File: config.mk
export PLATFORM = sky130hd
export DESIGN_NAME = serial_adder_flat
export DESIGN_NICKNAME = d
export VERILOG_FILES = /design/src/rtl/serial_adder_if.sv /design/src/rtl/serial_adder.sv /design/src/flat_wrapper.sv
export SDC_FILE = /design/constraint.sdc
export NUM_CORES = 1
export LEC_CHECK = 0
export ABC_AREA = 1
export CAP_MARGIN = 20
export CELL_PAD_IN_SITES_DETAIL_PLACEMENT = 0
export CELL_PAD_IN_SITES_GLOBAL_PLACEMENT = 1
export CORE_MARGIN = 2
export CORE_UTILIZATION = 37
export DETAILED_ROUTE_END_ITERATION = 12
export PLACE_DENSITY = 0.86
export SYNTH_ARGS = -nofsm -noshare
export SYNTH_HDL_FRONTEND = slang
export SYNTH_SLANG_ARGS = --single-unit
File: constraint.sdc
create_clock -name clk -period 1.7 [get_ports clk]
set_clock_uncertainty 0.1 [all_clocks]
set_input_delay 0.255 -clock clk [delete_from_list [all_inputs] [get_ports clk]]
set_output_delay 0.255 -clock clk [all_outputs]
set_load 0.005 [all_outputs]
File: src/rtl/serial_adder_if.sv
// Start/done operand and result bundle for serial_adder.
// master drives the request side, slave is the adder.
interface serial_adder_if #(
  parameter int unsigned WIDTH = 8
);
  logic             start;
  logic [WIDTH-1:0] a;
  logic [WIDTH-1:0] b;
  logic             cin;
  logic             sub;
  logic             ready;
  logic             busy;
  logic             done;
  logic [WIDTH-1:0] sum;
  logic             cout;
  logic             overflow;

  modport master (
    output start, a, b, cin, sub,
    input  ready, busy, done, sum, cout, overflow
  );

  modport slave (
    input  start, a, b, cin, sub,
    output ready, busy, done, sum, cout, overflow
  );
endinterface

File: src/rtl/serial_adder.sv
// Multi-cycle add/subtract: DIGIT bits per clock through a registered carry,
// with the result shifted in from the top and published once on completion.
module serial_adder #(
  parameter int unsigned WIDTH = 8,
  parameter int unsigned DIGIT = 1
) (
  input  logic           clk,
  input  logic           reset,
  serial_adder_if.slave  bus
);

  if ((DIGIT == 0) || (WIDTH < 2) || ((WIDTH % DIGIT) != 0)) begin : g_param_check
    $error("serial_adder: DIGIT must be nonzero and divide WIDTH, WIDTH >= 2");
  end

  localparam int unsigned N  = WIDTH / DIGIT;
  localparam int unsigned CW = (N > 1) ? $clog2(N) : 1;

  typedef enum logic [1:0] {
    S_IDLE = 2'd0,
    S_RUN  = 2'd1,
    S_DONE = 2'd2
  } state_e;

  state_e           state_q, state_d;
  logic [WIDTH-1:0] a_q, a_d;
  logic [WIDTH-1:0] b_q, b_d;
  logic [WIDTH-1:0] res_q, res_d;
  logic [CW-1:0]    cnt_q, cnt_d;
  logic             carry_q, carry_d;
  logic             msb_a_q, msb_a_d;
  logic             msb_b_q, msb_b_d;
  logic [WIDTH-1:0] sum_q, sum_d;
  logic             cout_q, cout_d;
  logic             ovf_q, ovf_d;
  logic             ready_q, ready_d;
  logic             busy_q, busy_d;
  logic             done_q, done_d;

  logic [DIGIT:0]   dig_full;
  logic [WIDTH-1:0] res_shift;

  // Next-state, datapath and registered-output decode
  always_comb begin
    state_d   = state_q;
    a_d       = a_q;
    b_d       = b_q;
    res_d     = res_q;
    cnt_d     = cnt_q;
    carry_d   = carry_q;
    msb_a_d   = msb_a_q;
    msb_b_d   = msb_b_q;
    sum_d     = sum_q;
    cout_d    = cout_q;
    ovf_d     = ovf_q;

    dig_full  = {1'b0, a_q[DIGIT-1:0]} + {1'b0, b_q[DIGIT-1:0]} + (DIGIT+1)'(carry_q);
    res_shift = (res_q >> DIGIT) | (WIDTH'(dig_full[DIGIT-1:0]) << (WIDTH - DIGIT));

    case (state_q)
      S_IDLE: begin
        if (bus.start) begin
          a_d     = bus.a;
          b_d     = bus.sub ? ~bus.b : bus.b;
          carry_d = bus.sub | bus.cin;
          msb_a_d = bus.a[WIDTH-1];
          msb_b_d = bus.sub ? ~bus.b[WIDTH-1] : bus.b[WIDTH-1];
          res_d   = '0;
          cnt_d   = '0;
          state_d = S_RUN;
        end
      end
      S_RUN: begin
        res_d   = res_shift;
        carry_d = dig_full[DIGIT];
        a_d     = a_q >> DIGIT;
        b_d     = b_q >> DIGIT;
        cnt_d   = cnt_q + CW'(1);
        if (cnt_q == CW'(N - 1)) begin
          sum_d   = res_shift;
          cout_d  = dig_full[DIGIT];
          // Operand MSBs were latched at capture since the shifters drop them
          ovf_d   = (msb_a_q == msb_b_q) && (res_shift[WIDTH-1] != msb_a_q);
          state_d = S_DONE;
        end
      end
      S_DONE:  state_d = S_IDLE;
      default: state_d = S_IDLE;
    endcase

    ready_d = (state_d == S_IDLE);
    busy_d  = (state_d == S_RUN);
    done_d  = (state_d == S_DONE);
  end

  always_ff @(posedge clk) begin
    if (reset) begin
      state_q <= S_IDLE;
      a_q     <= '0;
      b_q     <= '0;
      res_q   <= '0;
      cnt_q   <= '0;
      carry_q <= 1'b0;
      msb_a_q <= 1'b0;
      msb_b_q <= 1'b0;
      sum_q   <= '0;
      cout_q  <= 1'b0;
      ovf_q   <= 1'b0;
      ready_q <= 1'b1;
      busy_q  <= 1'b0;
      done_q  <= 1'b0;
    end else begin
      state_q <= state_d;
      a_q     <= a_d;
      b_q     <= b_d;
      res_q   <= res_d;
      cnt_q   <= cnt_d;
      carry_q <= carry_d;
      msb_a_q <= msb_a_d;
      msb_b_q <= msb_b_d;
      sum_q   <= sum_d;
      cout_q  <= cout_d;
      ovf_q   <= ovf_d;
      ready_q <= ready_d;
      busy_q  <= busy_d;
      done_q  <= done_d;
    end
  end

  assign bus.ready    = ready_q;
  assign bus.busy     = busy_q;
  assign bus.done     = done_q;
  assign bus.sum      = sum_q;
  assign bus.cout     = cout_q;
  assign bus.overflow = ovf_q;

endmodule
File: src/flat_wrapper.sv
// flat-port wrapper written by rule: the top's interface ports become plain ports
module serial_adder_flat 
#(
  parameter int unsigned WIDTH = 8,
  parameter int unsigned DIGIT = 1
)
  (clk, reset, bus_start, bus_a, bus_b, bus_cin, bus_sub, bus_ready, bus_busy, bus_done, bus_sum, bus_cout, bus_overflow);
  serial_adder_if #(.WIDTH(WIDTH)) bus_i ();
  input  logic clk;
  input  logic reset;
  input wire logic [$bits(bus_i.start)-1:0] bus_start;
  input wire logic [$bits(bus_i.a)-1:0] bus_a;
  input wire logic [$bits(bus_i.b)-1:0] bus_b;
  input wire logic [$bits(bus_i.cin)-1:0] bus_cin;
  input wire logic [$bits(bus_i.sub)-1:0] bus_sub;
  output wire logic [$bits(bus_i.ready)-1:0] bus_ready;
  output wire logic [$bits(bus_i.busy)-1:0] bus_busy;
  output wire logic [$bits(bus_i.done)-1:0] bus_done;
  output wire logic [$bits(bus_i.sum)-1:0] bus_sum;
  output wire logic [$bits(bus_i.cout)-1:0] bus_cout;
  output wire logic [$bits(bus_i.overflow)-1:0] bus_overflow;
  assign bus_i.start = bus_start;
  assign bus_i.a = bus_a;
  assign bus_i.b = bus_b;
  assign bus_i.cin = bus_cin;
  assign bus_i.sub = bus_sub;
  assign bus_ready = bus_i.ready;
  assign bus_busy = bus_i.busy;
  assign bus_done = bus_i.done;
  assign bus_sum = bus_i.sum;
  assign bus_cout = bus_i.cout;
  assign bus_overflow = bus_i.overflow;
  serial_adder #(.WIDTH(WIDTH), .DIGIT(DIGIT)) u_core (.clk(clk), .reset(reset), .bus(bus_i));
endmodule
=== Word level (Yosys, flattened, before mapping) ===
Cells that the tools add are included.

* Register bits after elaboration: 45
* Bits of input ports: 21

* $add $sub $neg: 3
* Equality and inequality tests: 7
* Multiplexer cells: 15
* Bitwise logic cells: 4
* Reduce and logical (&&, ||, !) cells: 7

{| class="wikitable"
|+ Operators with widths
! operator !! number
|-
| $pmux W8 S2 || 3
|-
| $mux W8 || 4
|-
| $not A8 Y8 || 1
|-
| $or A7 B8 Y8 || 1
|-
| $pmux W3 S2 || 1
|-
| $reduce_and A2 Y1 || 3
|-
| $eq A2 B1 Y1 const B || 2
|-
| $logic_not A2 Y1 || 2
|-
| $mux W2 || 2
|-
| $pmux W2 S2 || 1
|-
| $add A3 B1 Y3 const B || 1
|-
| $eq A3 B3 Y1 const B || 1
|-
| $mux W3 || 1
|-
| $add A1 B1 Y2 || 1
|-
| $add A2 B1 Y2 || 1
|-
| $eq A2 B2 Y1 const B || 1
|-
| $mux W1 || 2
|-
| $ne A2 B2 Y1 const B || 1
|-
| $pmux W1 S2 || 1
|-
| $reduce_bool A2 Y1 || 1
|-
| $eq A1 B1 Y1 || 1
|-
| $logic_and A1 B1 Y1 || 1
|-
| $ne A1 B1 Y1 || 1
|-
| $not A1 Y1 || 1
|-
| $or A1 B1 Y1 || 1
|}

=== Logic depth before layout (Yosys ltp) ===
* Word-level depth: 5
* Gate-level depth with buffers: 8
* Gate-level depth less buffers: 7

=== Least setup slack after synthesis ===
No wires, ideal clock.

* Path type: reg2reg
* Start point: register u_core.cnt_q[0]
* End point: register u_core.cout_q, in the netlist u_core.bus.cout
* Setup time: 71 ps
* Data arrival time: 1181 ps
* Data required time: 1529 ps
* Slack: 348 ps
* Cell stages (with the launch flop): 9
* Path buffers: 1
* Path through: dfxtp_1 > ha_1 > ha_1 > nand2_1 > nor2_2 > inv_1 > buf_2 > nand2_1 > a21oi_1

* Word-level cells in the longest chain between the ends: 2

{| class="wikitable"
|+ RTL lines
! what !! RTL line !! RTL
|-
| start, declared || serial_adder.sv:29 || <nowiki>logic [CW-1:0] cnt_q, cnt_d;</nowiki>
|-
| start signal, assigned || serial_adder.sv:117 || <nowiki>cnt_q <= cnt_d;</nowiki>
|-
| $eq A3 B3 Y1 || serial_adder.sv:79 || <nowiki>if (cnt_q == CW'(N - 1)) begin</nowiki>
|-
| $reduce_and A2 Y1 (no line) || - ||
|-
| end signal, assigned || serial_adder.sv:122 || <nowiki>cout_q <= cout_d;</nowiki>
|-
| end, declared || serial_adder.sv:34 || <nowiki>logic cout_q, cout_d;</nowiki>
|}

No other way between the ends.
A chain may end at the register's enable or synchronous reset.

=== Worst setup path after layout ===
* Start point: register u_core.cnt_q[0]
* End point: register u_core.sum_q[7], in the netlist u_core.bus.sum[7]

* Word-level cells in the longest chain between the ends: 2

{| class="wikitable"
|+ RTL lines
! what !! RTL line !! RTL
|-
| $eq A3 B3 Y1 || serial_adder.sv:79 ||
|-
| $reduce_and A2 Y1 (no line) || - ||
|-
| end signal, assigned || serial_adder.sv:121 || <nowiki>sum_q <= sum_d;</nowiki>
|-
| end, declared || serial_adder.sv:33 || <nowiki>logic [WIDTH-1:0] sum_q, sum_d;</nowiki>
|}

No other way between the ends.

==> results.md <==
* Status: completed
* Max incr delay on CP at 330 ps
* Synth top area share at 43.0%
* Overall Power at 2.10 mW
* Antenna Violating Nets Remaining at 0
* Setup TNS at 0 ps
* HP Class: reg2reg
* Synth-to-Final Area Change at 23.5%
* CP max stage cell: dfxtp_1
* Setup Buffers After CTS at 0
* PD cells at roughly 830 mW/mm2
* First-pass GRT wire length at 7.31 mm
* Initial Utilization at 37.6%
* Final #Nets at 359
* Via count at around 1,800
* Mean post-synth cell area at 6.73 um2
* Ant diodes at 0
* #FFs+latches synth at 44
* Max Cap Violations at 0
* Final setup violating endpoints at 0
* Initial antenna violation count at 0
* Routed WL at between 4 and 5 mm
* Worst-path clk slew at approximately 80 ps
* Ports at 34
* Post-detail-place hpwl at between 2 and 3 mm
* Share of layout cells above drive strength 1 at 8.33%
* CP Launch Type: register
* Port-buffer cells at 33
* Warnings, synthesis at 0
* Critical Path Sink Type: register
* Largest net degree at the start of global routing at 28
* Worst-path cell chain: ha_1 > ha_1 > nand2_1 > nor2_2 > inv_1 > nand2_1 > a21oi_1
* Grt ovf at 0
* Mapped Area at a little over 0.002 mm2
* CP Data Arrival Time at 1650 ps
* Die Span X at approximately 78 um
* Crit path time final at roughly 1500 ps
* DR WL/cell at between 10 and 15 um
* Worst-skew pair later-pin latency at ~290 ps
* DRT iter0 DRCs at 58
* Worst-margin pin slew at 375 ps
* VDD IR-drop max at approximately 0.48 mV
* Max Freq at 659 MHz
* FF-to-FF path depth at 7
* GP Congestion at roughly 0.76
* Final Hold Vio Count at 0
* Die area at 0.00614 mm2
* Post-synthesis sequential area ratio at 43.0%
* RSZ-0062 raised after global routing: no
* Post-synth net total at 328
* Die height at about 78 um
* Syn Inst Count at between 300 and 400
* Worst Hold Depth at 1
* GRT Resource Usage Total at between 10% and 20%
* Clock Path Buffers at 2
* DR pass1 iterations at 4
* H-tree depth at 2
* Row cnt at 27
* # hold bufs at CTS at 0
* Fin. max-slew vios at 0
* Tcrit/Tclk final at approximately nine tenths
* Max-slew headroom at 75.0%
* Critical path type: reg2reg
* Number of CTS-inserted buffers at 5
* Clock root buffer: clkbuf_8
* Residual DRC at 0
* CP required at 1830 ps
* Leak Pwr at 1.15 nW
* Worst-path maximum fanout at 11
* CTS tree: yes
* Top cells by area, synth: dfxtp_1 (43%), nand2_1 (18%), nor2_1 (13%)
* Vias per cell at 4.35
* # resized after CTS at 0
* CTS Sinks at 44
* Vias in the first global route at roughly 1,700
* Core area at 0.00544 mm2
* Post-synth cell types at 22
* Leading area contributor after synthesis: dfxtp_1
==> flip-flops by register name, summed over array words and instances, names as in the netlist <==
| name | flops |
|---|---|
| u_core.bus.done | 1 |
| u_core.carry_q | 1 |
| u_core.bus.ready | 1 |
| u_core.cnt_q | 3 |
| u_core.bus.busy | 1 |
| u_core.msb_a_q | 1 |
| u_core.res_q | 7 |
| u_core.state_q | 2 |
| u_core.bus.cout | 1 |
| u_core.bus.overflow | 1 |
| u_core.a_q | 8 |
| u_core.msb_b_q | 1 |
| u_core.b_q | 8 |
| u_core.bus.sum | 8 |
==> Yosys cell counts <==
master	n
buf_4	2
inv_2	2
a21oi_2	3
fa_1	1
nand2_2	3
nand2_1	99
ha_1	2
nand3_1	10
nand2_4	2
dfxtp_1	44
nand4_1	1
nor2_2	2
inv_1	23
nor3_1	1
clkbuf_1	1
o21ai_0	9
nor2_1	70
buf_2	7
o21ai_4	1
buf_6	5
a21oi_1	15
clkbuf_2	1
==> logic make-up after synthesis <==
family,share of synthesized area [%]
AO/OA/AOI/OAI,7.95
adder cells (fa/ha/maj),2.20
buffers and inverters,10.2
flip-flops,43.0
AND/OR/NAND/NOR,36.6
==> power by group <==
| part | internal [mW] | total, mW | switching (mW) | leakage, nW |
|---|---|---|---|---|
| combinational | 0.142 | 0.319 | 0.177 | 0.748 |
| sequential | 1.08 | 1.10 | 0.0220 | 0.360 |
| clock | 0.329 | 0.681 | 0.352 | 0.0434 |
| total | 1.55 | 2.10 | 0.551 | 1.15 |
==> per-layer routing <==
layer | up-vias | global-route usage [%] | routed length (um)
li1 | 981 | - | -
met1 | 764 | 19.0 | 2110
met2 | 23 | 24.4 | 1820
met3 | 7 | 3.22 | 116
met4 | 0 | 5.26 | 56
met5 | - | 0 | 0
==> per-stage QoR <==
stage	worst slack, ps	cells	util [%]	area (um2)	hold WS (ps)
after global placement	131	400	44.7	2430	343
after CTS	145	408	46.5	2530	364
after floorplan	348	304	-	2050	329
final	182	408	46.5	2530	364
after detailed placement	114	400	44.7	2430	352
after global routing	23.1	408	46.5	2530	390
==> critical path: cells and delay by family, from the launching register on <==
family,cells,cell delay [ps]
flip-flops,1,330
buffers and inverters,1,260
adder cells (fa/ha/maj),2,410
AND/OR/NAND/NOR,3,220
AO/OA/AOI/OAI,1,130
==> worst paths after layout <==
kind                                 startpoint                 to  slack, ps
worst min register to register  u_core.cnt_q[0]    u_core.cnt_q[0]        360
worst max register to register  u_core.cnt_q[0]  u_core.bus.sum[7]        180
worst min-delay path            u_core.cnt_q[0]    u_core.cnt_q[0]        360
worst max-delay path            u_core.cnt_q[0]  u_core.bus.sum[7]        180
==> area by class of cell <==
cell class	count	area [um2]
fillers	581	2910
repair buffers	40	408
inverters	25	93.8
flip-flops and latches	44	881
well taps	72	90.1
clock buffers	6	82.6
clock inverters	2	15.0
multi-input cells	219	957
==> cell usage in the layout, fill, tap and decap left out <==
master           synthesis  layout
nand2_2                  3       3
nand4_1                  1       1
clkinvlp_4               0       2
fa_1                     1       1
nor2_1                  70      70
a21oi_1                 15      15
nand2_1                 99      99
ha_1                     2       2
a21oi_2                  3       3
nor2_2                   2       2
nand2_4                  2       2
nor3_1                   1       1
o21ai_4                  1       1
buf_4                    2       5
inv_2                    2       2
clkbuf_8                 0       6
inv_1                   23      23
buf_12                   0       2
dfxtp_1                 44      44
nand3_1                 10      10
o21ai_0                  9       9
clkdlybuf4s50_1          0      33
No activity file was read; power rests on OpenSTA's default activity.
